### config.mk
export PLATFORM = sky130hd
export DESIGN_NAME = regfile_wr_arbiter_flat
export DESIGN_NICKNAME = d
export VERILOG_FILES = /design/src/rtl/regfile_wr_arbiter_if.sv /design/src/rtl/regfile_wr_arbiter.sv /design/src/flat_wrapper.sv
export SDC_FILE = /design/constraint.sdc
export NUM_CORES = 1
export LEC_CHECK = 0
export BUFFER_PORTS_ARGS = -buffer_cell sky130_fd_sc_hd__buf_2
export CAP_MARGIN = 20
export CORE_MARGIN = 2
export CORE_UTILIZATION = 45
export DETAILED_ROUTE_END_ITERATION = 8
export PLACE_DENSITY_LB_ADDON = 0.05
export REMOVE_ABC_BUFFERS = 1
export SETUP_SLACK_MARGIN = 0.02
export SLEW_MARGIN = 5
export SYNTH_ARGS = -nofsm -noshare
export SYNTH_HDL_FRONTEND = slang
export SYNTH_SLANG_ARGS = --single-unit
### constraint.sdc
create_clock -name CLK -period 3.2 [get_ports CLK]
set_input_delay 0.16 -clock CLK [delete_from_list [all_inputs] [get_ports CLK]]
set_output_delay 0.16 -clock CLK [all_outputs]
set_load 0.02 [all_outputs]
### src/rtl/regfile_wr_arbiter_if.sv
// Handshake and register-file write-port bundle for regfile_wr_arbiter.
// master = requester/control side, slave = the arbiter.
interface regfile_wr_arbiter_if #(
    parameter int DATA_WIDTH = 32,
    parameter int ADDR_WIDTH = 5
);
    logic                  clr_req;
    logic                  req0_valid;
    logic [ADDR_WIDTH-1:0] req0_addr;
    logic [DATA_WIDTH-1:0] req0_data;
    logic                  req0_ready;
    logic                  req1_valid;
    logic [ADDR_WIDTH-1:0] req1_addr;
    logic [DATA_WIDTH-1:0] req1_data;
    logic                  req1_ready;
    logic                  rf_we;
    logic [ADDR_WIDTH-1:0] rf_addr;
    logic [DATA_WIDTH-1:0] rf_wdata;
    logic                  init_done;
    logic [15:0]           stall_cnt;

    modport master (
        output clr_req,
        output req0_valid, req0_addr, req0_data,
        input  req0_ready,
        output req1_valid, req1_addr, req1_data,
        input  req1_ready,
        input  rf_we, rf_addr, rf_wdata, init_done, stall_cnt
    );

    modport slave (
        input  clr_req,
        input  req0_valid, req0_addr, req0_data,
        output req0_ready,
        input  req1_valid, req1_addr, req1_data,
        output req1_ready,
        output rf_we, rf_addr, rf_wdata, init_done, stall_cnt
    );
endinterface

### src/rtl/regfile_wr_arbiter.sv
// Register-file write-port owner: zero sweep after reset / clear request,
// then round-robin sharing between ALU writeback (0) and load return (1).
module regfile_wr_arbiter #(
    parameter int DATA_WIDTH = 32,
    parameter int ADDR_WIDTH = 5,
    parameter int NUM_REGS   = 32
) (
    input logic                CLK,
    input logic                RST,
    regfile_wr_arbiter_if.slave bus
);
    localparam logic [0:0] CLEAR = 1'b0;
    localparam logic [0:0] RUN   = 1'b1;

    localparam logic [ADDR_WIDTH-1:0] LAST_REG = ADDR_WIDTH'(NUM_REGS - 1);

    if (NUM_REGS < 2 || NUM_REGS > (1 << ADDR_WIDTH)) begin : g_bad_num_regs
        $error("regfile_wr_arbiter: NUM_REGS out of range");
    end

    logic [0:0]            state;
    logic [ADDR_WIDTH-1:0] cnt;
    logic                  last_grant;
    logic                  run_ok;
    logic                  grant0;
    logic                  grant1;
    logic                  stalled;
    logic [ADDR_WIDTH-1:0] sel_addr;
    logic [DATA_WIDTH-1:0] sel_data;

    // A clear request in RUN pre-empts any grant in that same cycle.
    assign run_ok = (state == RUN) && !bus.clr_req;
    assign grant0 = run_ok && bus.req0_valid && (!bus.req1_valid || last_grant);
    assign grant1 = run_ok && bus.req1_valid && (!bus.req0_valid || !last_grant);

    assign bus.req0_ready = grant0;
    assign bus.req1_ready = grant1;

    assign stalled = (bus.req0_valid && !grant0) || (bus.req1_valid && !grant1);

    assign sel_addr = grant1 ? bus.req1_addr : bus.req0_addr;
    assign sel_data = grant1 ? bus.req1_data : bus.req0_data;

    always_ff @(posedge CLK or negedge RST) begin
        if (!RST) begin
            bus.stall_cnt <= '0;
        end else if (stalled && bus.stall_cnt != 16'hFFFF) begin
            bus.stall_cnt <= bus.stall_cnt + 16'd1;
        end
    end

    always_ff @(posedge CLK or negedge RST) begin
        if (!RST) begin
            state         <= CLEAR;
            cnt           <= '0;
            last_grant    <= 1'b1;
            bus.rf_we     <= 1'b0;
            bus.rf_addr   <= '0;
            bus.rf_wdata  <= '0;
            bus.init_done <= 1'b0;
        end else begin
            case (state)
                CLEAR: begin
                    if (bus.clr_req) begin
                        cnt       <= '0;
                        bus.rf_we <= 1'b0;
                    end else begin
                        bus.rf_we    <= 1'b1;
                        bus.rf_addr  <= cnt;
                        bus.rf_wdata <= '0;
                        cnt          <= cnt + 1'b1;
                        if (cnt == LAST_REG) begin
                            state         <= RUN;
                            bus.init_done <= 1'b1;
                        end
                    end
                end
                default: begin
                    if (bus.clr_req) begin
                        state         <= CLEAR;
                        cnt           <= '0;
                        bus.init_done <= 1'b0;
                        bus.rf_we     <= 1'b0;
                    end else if (grant0 || grant1) begin
                        last_grant <= grant1;
                        // Register 0 is hardwired: accept, but never write it.
                        if (sel_addr != '0) begin
                            bus.rf_we    <= 1'b1;
                            bus.rf_addr  <= sel_addr;
                            bus.rf_wdata <= sel_data;
                        end else begin
                            bus.rf_we <= 1'b0;
                        end
                    end else begin
                        bus.rf_we <= 1'b0;
                    end
                end
            endcase
        end
    end
endmodule

### src/flat_wrapper.sv
// flat-port wrapper written by rule: the top's interface ports become plain ports
module regfile_wr_arbiter_flat 
#(
    parameter int DATA_WIDTH = 32,
    parameter int ADDR_WIDTH = 5,
    parameter int NUM_REGS   = 32
)
  (CLK, RST, bus_clr_req, bus_req0_valid, bus_req0_addr, bus_req0_data, bus_req0_ready, bus_req1_valid, bus_req1_addr, bus_req1_data, bus_req1_ready, bus_rf_we, bus_rf_addr, bus_rf_wdata, bus_init_done, bus_stall_cnt);
  regfile_wr_arbiter_if #(.DATA_WIDTH(DATA_WIDTH), .ADDR_WIDTH(ADDR_WIDTH)) bus_i ();
  input logic CLK;
  input logic RST;
  input wire logic [$bits(bus_i.clr_req)-1:0] bus_clr_req;
  input wire logic [$bits(bus_i.req0_valid)-1:0] bus_req0_valid;
  input wire logic [$bits(bus_i.req0_addr)-1:0] bus_req0_addr;
  input wire logic [$bits(bus_i.req0_data)-1:0] bus_req0_data;
  output wire logic [$bits(bus_i.req0_ready)-1:0] bus_req0_ready;
  input wire logic [$bits(bus_i.req1_valid)-1:0] bus_req1_valid;
  input wire logic [$bits(bus_i.req1_addr)-1:0] bus_req1_addr;
  input wire logic [$bits(bus_i.req1_data)-1:0] bus_req1_data;
  output wire logic [$bits(bus_i.req1_ready)-1:0] bus_req1_ready;
  output wire logic [$bits(bus_i.rf_we)-1:0] bus_rf_we;
  output wire logic [$bits(bus_i.rf_addr)-1:0] bus_rf_addr;
  output wire logic [$bits(bus_i.rf_wdata)-1:0] bus_rf_wdata;
  output wire logic [$bits(bus_i.init_done)-1:0] bus_init_done;
  output wire logic [$bits(bus_i.stall_cnt)-1:0] bus_stall_cnt;
  assign bus_i.clr_req = bus_clr_req;
  assign bus_i.req0_valid = bus_req0_valid;
  assign bus_i.req0_addr = bus_req0_addr;
  assign bus_i.req0_data = bus_req0_data;
  assign bus_req0_ready = bus_i.req0_ready;
  assign bus_i.req1_valid = bus_req1_valid;
  assign bus_i.req1_addr = bus_req1_addr;
  assign bus_i.req1_data = bus_req1_data;
  assign bus_req1_ready = bus_i.req1_ready;
  assign bus_rf_we = bus_i.rf_we;
  assign bus_rf_addr = bus_i.rf_addr;
  assign bus_rf_wdata = bus_i.rf_wdata;
  assign bus_init_done = bus_i.init_done;
  assign bus_stall_cnt = bus_i.stall_cnt;
  regfile_wr_arbiter #(.DATA_WIDTH(DATA_WIDTH), .ADDR_WIDTH(ADDR_WIDTH), .NUM_REGS(NUM_REGS)) u_core (.CLK(CLK), .RST(RST), .bus(bus_i));
endmodule
==> run_results.csv <==
group,metric,value,unit
timing,maxSlewHeadroom,52.3,%
layout,antenna_cells,0,
placement,place_area,0.00381,mm²
run_status,status,"completed",
detailed_routing,wl_met2,3710,µm
power,ir_worst_vdd,166,µV
critical_path,cp.arrival,2.08,ns
power,power_density,463,mW/mm²
placement,dp_hpwl,5430,µm
critical_path,start_kind,"flip-flop",
floorplanning,dieArea,0.00757,mm²
critical_path,critPathKind,"flip-flop to output port",
global_routing,antenna_found_initial,0,
floorplanning,num_rows,30,
timing,drv_slew,0,
critical_path,r2r_cells,5,
clocking,cts_inserted_buffers,9,
clocking,ctsRootBufferMaster,"clkbuf_8",
global_routing,grt_first_pass_wirelength,12500,µm
floorplanning,start_util,46.2,%
timing,setup_tns,0,ns
logic_synthesis,synth_area,0.00310,mm²
flow_run,cap_violations,0,
logic_synthesis,synth_cells,320,
power,intPower,1.32,mW
floorplanning,io_pins,136,
logic_synthesis,ys_seq_area_share,50.1,%
logic_synthesis,synth_edf_count,0,
layout,finish.utilization,59.5,%
timing,max_freq,446,MHz
layout,layout_common_cells,"buf_2 (135), dfrtp_1 (61), nand2_1 (46)",
logic_synthesis,synthArstFlopShare,100,%
power,swShare,28.6,%
layout,drive_gt1_share,38.4,%
global_routing,grt_pass1_vias,2683,
clocking,path_clk_slew,0.07,ns
detailed_routing,dr.pass1.iters,4,
critical_path,end_kind,"output port",
logic_synthesis,synth_area_leader_cell,"dfrtp_1",
clocking,htreeDepth,3,
clocking,clock-sinks,62,
logic_synthesis,ys_top_cells_by_area,"dfrtp_1 (49%), nand3_1 (5.6%), nand2_1 (5.6%), a21oi_1 (5.5%), a31oi_1 (4.8%)",
placement,portBuffers,135,
power,p_clk_share,33.1,%
detailed_routing,wl_met1,3340,µm
timing,hold_viol,0,
floorplanning,core,0.00672,mm²
detailed_routing,avgViaCountPerCell,5.45,
timing,min_period_over_period,70.1,%
placement,place_ws,1.14,ns
logic_synthesis,ys_ff_latch,62,
power,power_switching,530,µW
layout,syn_to_final_growth,28.8,%
timing,timing.final.ws_setup,0.956,ns
min_path,hp-class,"input port to flip-flop",
global_routing,grt_max_degree,70,
global_routing,track_usage,21.2,%
timing,fin_skew,0.00447,ns
global_routing,grt-ovfl-total,0,
detailed_routing,drtAntennaViolNets,0,
power,p_seq_share,49.4,%
min_path,hold_depth,3,
logic_synthesis,ys_types,42,
clocking,cts_tree,"done",
clocking,insertion_delay,0.33,ns
critical_path,cp.required,3.04,ns
detailed_routing,vias,2895,
floorplanning,dieWidth,87.0,µm
layout,fin_nets,530,
detailed_routing,drt_iter0_drc,123,
logic_synthesis,ys_warn_count,0,
layout,design_area,0.00400,mm²
layout,layout_commonest_cell,"buf_2",
power,p_leak,1.94,nW
timing,setup_viol,0,
detailed_routing,wl_met3,523,µm
timing,rsz0062_at_grt,"false",
detailed_routing,drc,0,
power,total_power,1.85,mW
placement,gp_congestion,0.831,
detailed_routing,routedWlPerCell,14.5,µm
clocking,clockBufferDepth,2,
detailed_routing,routed_wl,7680,µm
logic_synthesis,ys.flop_type,"dfrtp_1",
power,combPwrFrac,17.5,%
timing,min_period,2.24,ns
detailed_routing,highest_layer,"met4",
logic_synthesis,yosysTopAreaCellShare,49.2,%
logic_synthesis,synth.avg_cell_area,9.69,µm²
timing,worstMarginPinSlew,0.715,ns
floorplanning,die_y,87.0,µm
critical_path,critical_path.max_fanout,33,
per-stage QoR:
stage	hold slack [ns]	instances
5_1_grt	0.0755	531
3_5_place_dp	0.150	516
6_report	0.0768	531
3_3_place_gp	0.149	516
2_1_floorplan	-0.136	297
4_1_cts	0.0640	531
logic make-up (layout without fill, tap and decap cells):
| kind of cell | Yosys count | in the layout | share of synthesized area (%) |
|---|---|---|---|
| AND/OR/NAND/NOR | 123 | 123 | 18.8 |
| buffers and inverters | 26 | 157 | 3.71 |
| multiplexers | 9 | 9 | 2.94 |
| XOR/XNOR | 16 | 16 | 4.52 |
| AO/OA/AOI/OAI | 80 | 80 | 18.5 |
| adder cells (fa/ha/maj) | 4 | 4 | 1.53 |
| flip-flops | 62 | 62 | 50.1 |
power groups by stage:
stage / Clock [mW] / Combinational (mW) / Sequential, mW
floorplan: 0 / 0.116 / 0.985
global placement: 0 / 0.325 / 0.928
detailed placement: 0 / 0.327 / 0.930
CTS: 0.626 / 0.329 / 0.917
global route: 0.661 / 0.361 / 0.928
finish: 0.613 / 0.323 / 0.915
cells in the mapped netlist (3+ instances only):
master    count
dfrtp_1      61
nand2_1      46
nand3_1      35
a21oi_1      34
a31oi_1      24
nor2_1       15
clkbuf_1     14
a31oi_2      10
xnor2_1      10
nand4_1       9
mux2i_1       8
xor2_1        6
buf_2         5
and3_1        4
o221a_2       4
ha_1          3
flip-flops by register name (all words and copies together), names as in the netlist:
| name | count |
|---|---|
| u_core.bus.rf_wdata | 32 |
| u_core.cnt | 5 |
| u_core.bus.rf_we | 1 |
| u_core.bus.stall_cnt | 16 |
| u_core.state | 1 |
| u_core.bus.rf_addr | 5 |
| u_core.bus.init_done | 1 |
| u_core.last_grant | 1 |
path summary, 6_finish.rpt:
| path | start | end | slack, ns |
|---|---|---|---|
| worst max-delay path | u_core.last_grant | bus_req1_ready | 0.96 |
| worst min-delay path | bus_req1_data[9] | u_core.bus.rf_wdata[9] | 0.08 |
| worst min register to register | u_core.bus.stall_cnt[8] | u_core.bus.stall_cnt[8] | 0.49 |
| worst max register to register | u_core.state | u_core.bus.stall_cnt[1] | 1.14 |
| max in group asynchronous | RST | u_core.last_grant | 1.97 |
| min in group asynchronous | RST | u_core.bus.rf_addr[4] | 0.32 |
per-layer routing:
layer	vias up	track usage, %
li1	1421	-
met1	1367	27.2
met2	98	34.4
met3	9	5.88
met4	0	7.10
met5	-	0
worst max-delay path: stages (launching register included):
cell,delay (ns)
dfstp_2,0.39
a21boi_4,0.28
nand2_2,0.08
buf_4,0.24
inv_2,0.47
buf_2,0.27
area by class of cell:
class	instances	area (µm²)
Clock buffer	13	169
Clock inverter	1	5.00
Fill cell	588	2720
Inverter	3	11.3
Multi-Input combinational cell	232	1440
Sequential cell	62	1550
Tap cell	80	100
Timing Repair Buffer	140	716
what timing repair did:
item                      in CTS  in global routing
resized for setup              0                  0
hold buffers                   1                  0
hold endpoints to repair      20                  0
buffers inserted               0                  0
Note: power is estimated with default switching activity, not from simulation.
